### config.mk
export PLATFORM = sky130hd
export DESIGN_NAME = snake_tick_ctrl
export DESIGN_NICKNAME = d
export VERILOG_FILES = /design/src/rtl/snake_tick_ctrl.sv
export SDC_FILE = /design/constraint.sdc
export NUM_CORES = 1
export LEC_CHECK = 0
export BUFFER_PORTS_ARGS = -buffer_cell sky130_fd_sc_hd__buf_2
export CELL_PAD_IN_SITES_DETAIL_PLACEMENT = 1
export CELL_PAD_IN_SITES_GLOBAL_PLACEMENT = 1
export CORE_MARGIN = 2
export CORE_UTILIZATION = 40
export DETAILED_ROUTE_END_ITERATION = 7
export HOLD_SLACK_MARGIN = 0.12
export PLACE_DENSITY = 0.76
export SLEW_MARGIN = 10
export SYNTH_ARGS = -nofsm -noshare
export SYNTH_HDL_FRONTEND = slang
export SYNTH_SLANG_ARGS = --single-unit
### constraint.sdc
create_clock -name Clk -period 5.09 [get_ports Clk]
set_input_delay 0.2545 -clock Clk [delete_from_list [all_inputs] [get_ports Clk]]
set_output_delay 0.2545 -clock Clk [all_outputs]
set_load 0.01 [all_outputs]
### src/rtl/snake_tick_ctrl.sv
// snake_tick_ctrl: game pacing, turn queueing and start/restart handshake for the snake core
// Ports:
//   Clk        rising-edge clock
//   Reset      synchronous active-low reset
//   BtnL/R/U/D debounced single-cycle button pulses
//   Start      start/restart pulse, Pause pause-toggle pulse
//   Qw, Ql     core WIN / LOSE flags, Length current snake length
//   Next_Dir   direction to the core (00 L, 01 R, 10 U, 11 D)
//   Ack        one-cycle acknowledge to the core
//   Step       one-cycle game-step pulse, Running high while running
//   Queue_Cnt  number of buffered turns (0..2)
module snake_tick_ctrl #(
  parameter logic [15:0] TICK_DIV   = 16'd50000,
  parameter logic [15:0] SPEED_STEP = 16'd2000,
  parameter logic [15:0] MIN_PERIOD = 16'd10000
) (
  input  logic       Clk,
  input  logic       Reset,
  input  logic       BtnL,
  input  logic       BtnR,
  input  logic       BtnU,
  input  logic       BtnD,
  input  logic       Start,
  input  logic       Pause,
  input  logic       Qw,
  input  logic       Ql,
  input  logic [3:0] Length,
  output logic [1:0] Next_Dir,
  output logic       Ack,
  output logic       Step,
  output logic       Running,
  output logic [1:0] Queue_Cnt
);
  typedef enum logic [1:0] {S_IDLE, S_RUN, S_PAUSE, S_DONE} state_t;
  localparam logic [1:0] DIR_R = 2'b01;
  state_t      state_q, state_d;
  logic [15:0] cnt_q, cnt_d;
  logic [1:0]  dir_q, dir_d, q0_q, q0_d, q1_q, q1_d, qcnt_q, qcnt_d;
  logic        ack_q, ack_d, step_q, step_d, run_q, run_d;
  logic [19:0] dec;
  logic [15:0] diff, reload;
  logic [1:0]  btn_dir, ref_dir, c1;
  logic        btn_v, accept, tick, pop, push;
  // Period shrinks with length; a borrow out of 16 bits or a too-short result clamps to the floor.
  always_comb begin
    dec     = {4'd0, SPEED_STEP} * {16'd0, Length};
    diff    = TICK_DIV - dec[15:0];
    reload  = ((dec > {4'd0, TICK_DIV}) || (diff < MIN_PERIOD) ? MIN_PERIOD : diff) - 16'd1;
    btn_v   = BtnL | BtnR | BtnU | BtnD;
    btn_dir = BtnL ? 2'b00 : BtnR ? 2'b01 : BtnU ? 2'b10 : 2'b11;
    // A turn is judged against the newest buffered turn, before any pop this cycle.
    ref_dir = qcnt_q == 2'd0 ? dir_q : qcnt_q == 2'd1 ? q0_q : q1_q;
    // Opposite directions differ only in bit 0 (L/R, U/D).
    accept  = btn_v && btn_dir != ref_dir && btn_dir != {ref_dir[1], ~ref_dir[0]};
    tick    = cnt_q == 16'd0;
    pop     = tick && qcnt_q != 2'd0;
    // A full queue can still take a turn when its head leaves in the same cycle.
    push    = accept && (qcnt_q < 2'd2 || pop);
    c1      = qcnt_q - {1'b0, pop};
    state_d = state_q;
    cnt_d   = cnt_q;
    dir_d   = dir_q;
    q0_d    = q0_q;
    q1_d    = q1_q;
    qcnt_d  = qcnt_q;
    ack_d   = 1'b0;
    step_d  = 1'b0;
    case (state_q)
      S_IDLE: if (Start) begin
        ack_d   = 1'b1;
        dir_d   = DIR_R;
        qcnt_d  = 2'd0;
        cnt_d   = reload;
        state_d = S_RUN;
      end
      S_RUN: begin
        if (Qw || Ql) state_d = S_DONE;
        else if (Pause) state_d = S_PAUSE;
        else begin
          step_d = tick;
          cnt_d  = tick ? reload : cnt_q - 16'd1;
          dir_d  = pop ? q0_q : dir_q;
          q0_d   = push && c1 == 2'd0 ? btn_dir : pop ? q1_q : q0_q;
          q1_d   = push && c1 == 2'd1 ? btn_dir : q1_q;
          qcnt_d = c1 + {1'b0, push};
        end
      end
      S_PAUSE: state_d = Qw || Ql ? S_DONE : Pause ? S_RUN : S_PAUSE;
      default: if (Start) begin
        ack_d   = 1'b1;
        qcnt_d  = 2'd0;
        state_d = S_IDLE;
      end
    endcase
    run_d = state_d == S_RUN;
  end
  always_ff @(posedge Clk) begin
    if (!Reset) begin
      state_q <= S_IDLE;
      cnt_q   <= 16'd0;
      dir_q   <= DIR_R;
      q0_q    <= 2'b00;
      q1_q    <= 2'b00;
      qcnt_q  <= 2'd0;
      ack_q   <= 1'b0;
      step_q  <= 1'b0;
      run_q   <= 1'b0;
    end else begin
      state_q <= state_d;
      cnt_q   <= cnt_d;
      dir_q   <= dir_d;
      q0_q    <= q0_d;
      q1_q    <= q1_d;
      qcnt_q  <= qcnt_d;
      ack_q   <= ack_d;
      step_q  <= step_d;
      run_q   <= run_d;
    end
  end
  assign Next_Dir  = dir_q;
  assign Ack       = ack_q;
  assign Step      = step_q;
  assign Running   = run_q;
  assign Queue_Cnt = qcnt_q;
endmodule

==> results.md <==
- Sw Ratio: 0.412
- Area grow syn2layout: 10.2%
- Power Density: between 300 and 400 nW/µm²
- Status: complete, no violations
- Hold WS: 0.218 ns
- Clock power share: 0.241
- CTS Hold Bufs: 0
- Antenna cells: 0
- R2R Path Start: cnt_q[0]
- Layout fillers: approximately 760
- First-pass GRT wire length: 11,500 µm
- Root Buffer: clkbuf_8
- Total track usage: 0.196
- Rows: 28
- Peak supply drop: 0.168 mV
- Port bufs: 20
- Total core area: 5990 µm²
- Largest net degree at the start of global routing: 26
- GP Congestion: between 0.7 and 0.8
- DIE WIDTH: 83.3 µm
- Slew HR: 0.522
- Post-CTS sizing: 0
- DR vias: between 2k and 2.5k
- Synth Register Bits: 29
- Initial Util: 0.420
- Most common cell after layout, fill and taps aside: nor2_1
- DRC: 0
- Netlist Area Pre-Place: 2520 µm²
- Leakage: ~1.1 nW
- Switch Pwr: 428 µW
- Final Util: 0.463
- Critical path endpoint category: flip-flop
- # nets final: slightly below 400
- Clock sinks: 29
- Worst-Skew Late Latency: 0.28 ns
- CTS tree: yes
- CP Cell Sequence: buf_2, fa_1, inv_1, fa_1, inv_1, ha_1, and3_1, a221oi_2, xnor2_1, or4_1, a21o_1, a21oi_2, xnor2_1, a31oi_1
- Critical Path Max Stage Delay: 0.67 ns
- Vias per cell: 5.69
- Total CTS buffers: 5
- Post-route ant nets: 0
- Max Cap Viol: 0
- Drt pass-1 iters: 4
- P_int: 609 µW
- Synth unique cells: 49
- Final min period: 3.69 ns
- Post-synthesis sequential area ratio: 0.231
- Commonest cells after routing, fill and taps aside: nor2_1, a21oi_1, dfxtp_1, nand2_1, o21ai_0
- Routed WL: 6380 µm
- Endpoints failing setup: 0
- Finished Layout Cells: 425
- Wire per inst: 15.0 µm
- Layout cell share with drive strength beyond 1: 0.106
- Gate Count Post-Synth: 331
- Period utilisation layout: 0.725
- Initial drt markers: 96
- Clock Path Buffers: 2
- CP max stage cell: fa_1
- Syn Nets: 371
- Clock slew at reported path FFs: roughly 0.060 ns
- Vias in the first global route: 2,454
- Setup bufs post-CTS: 0
- Critical setup path kind: primary input to flip-flop
- Die Ht: 83.3 µm
- Hold Path Class: primary input to flip-flop
- Fmax: ~0.27 GHz
- Main synth FF type: dfxtp_1
- Placed insts: 417
- Reg power frac: 0.280
- EDFF count, synth: 0
- CP startpoint kind: primary input
- GRT overflow: 0
- Combinational share of power: 0.478
- Crit path from: Length[1]
- H-tree depth: 2
- Synthesis Warnings: 0
- DP Wirelength: 5010 µm
- Syn avg cell area: between 7 and 8 µm²
- RSZ-0062 raised after global routing: false
- HP Start: Pause
- Total Power: 1.04 mW
- Worst Path Arrival: 3.84 ns
- Setup_tns: 0 ns
- Worst-Margin Slew: between 0.7 and 0.8 ns
- Initial antenna violation count: 0
- Synth async-reset ratio: 0
- IO Pins: 21
- Final Skew: 0.00454 ns
- Final Slew Violations: 0
- Fin. Hold Viols: 0
- DIE AREA: about 7000 µm²
- WP data required: 5.24 ns
- Worst Path Max Fanout: 9
==> flip-flops by register name (all words and copies together) (netlist names) <==
| register | flops |
|---|---|
| Ack | 1 |
| Next_Dir | 2 |
| Running | 1 |
| cnt_q | 16 |
| state_q | 2 |
| q0_q | 2 |
| q1_q | 2 |
| Step | 1 |
| Queue_Cnt | 2 |
==> path summary, 6_finish.rpt <==
kind / to / slack (ns) / cells after the start
setup / recovery: cnt_q[14] / 1.40 / 14
hold / removal: state_q[1] / 0.22 / 2
setup reg to reg: Queue_Cnt[1] / 1.59 / 12
hold reg to reg: q0_q[0] / 0.49 / 2
==> per-layer routing <==
metal,track usage,vias up,share of wire
met2,0.346,36,0.48
met1,0.247,1157,0.47
met5,0,-,0
met4,0.0537,0,0.017
li1,-,1214,-
met3,0.0308,10,0.031
==> metrics by stage <==
stage               worst slack [ns]  area, µm²
global route                    1.24       2770
floorplan                       1.56       2520
CTS                             1.43       2770
finish                          1.40       2770
detailed placement              1.13       2660
global placement                1.27       2660
==> critical path: cells and delay by family <==
family	cells	cell delay, ns
XOR/XNOR	2	0.32
AND/OR/NAND/NOR	2	0.74
adder cells (fa/ha/maj)	3	1.51
buffers and inverters	3	0.30
AO/OA/AOI/OAI	4	0.71
==> final cells by class <==
type | count | area (µm²) | share of cell area
multi-input cells | 267 | 1780 | 0.641
flip-flops and latches | 29 | 581 | 0.209
repair buffers | 22 | 115 | 0.0415
well taps | 75 | 93.8 | 0.0338
inverters | 24 | 90.1 | 0.0325
clock buffers | 7 | 86.3 | 0.0311
clock inverters | 1 | 30.0 | 0.0108
==> Yosys cell counts, drive strengths merged (2+ instances only) <==
| master | instances | area (µm²) |
|---|---|---|
| nor2 | 34 | 128 |
| a21oi | 33 | 169 |
| dfxtp | 29 | 581 |
| nand2 | 29 | 109 |
| o21ai | 29 | 145 |
| inv | 24 | 90.1 |
| ha | 19 | 238 |
| nor4 | 13 | 87.6 |
| nand3 | 12 | 60.1 |
| xor2 | 11 | 96.3 |
| clkbuf | 10 | 57.6 |
| xnor2 | 9 | 78.8 |
| nor3 | 8 | 40.0 |
| fa | 7 | 140 |
| mux2i | 6 | 63.8 |
| a21o | 5 | 37.5 |
| a211oi | 4 | 30.0 |
| a22oi | 4 | 30.0 |
| and3 | 4 | 26.3 |
| or4 | 4 | 30.0 |
| a31oi | 3 | 18.8 |
| and2 | 3 | 18.8 |
| nand2b | 3 | 18.8 |
| o21a | 3 | 22.5 |
| o22ai | 3 | 18.8 |
| nand3b | 2 | 15.0 |
| nand4 | 2 | 12.5 |
| nor2b | 2 | 12.5 |
| o21bai | 2 | 15.0 |
==> power by group through the flow <==
stage          registers [mW]  logic (mW)  clock network (mW)
3_3_place_gp            0.294       0.482                   0
4_1_cts                 0.290       0.498               0.256
3_5_place_dp            0.295       0.494                   0
2_1_floorplan           0.283       0.399                   0
5_1_grt                 0.296       0.566               0.267
6_report                0.291       0.496               0.250
==> cells by family after synthesis <==
logic type | share of synthesized area
adders and majority gates | 0.150
and+or+nand+nor | 0.241
AOI/OAI and AO/OA | 0.216
muxes | 0.0298
DFF | 0.231
buffers and inverters | 0.0631
xor gates and xnor gates | 0.0696
Note: power is estimated with default switching activity, not from simulation.
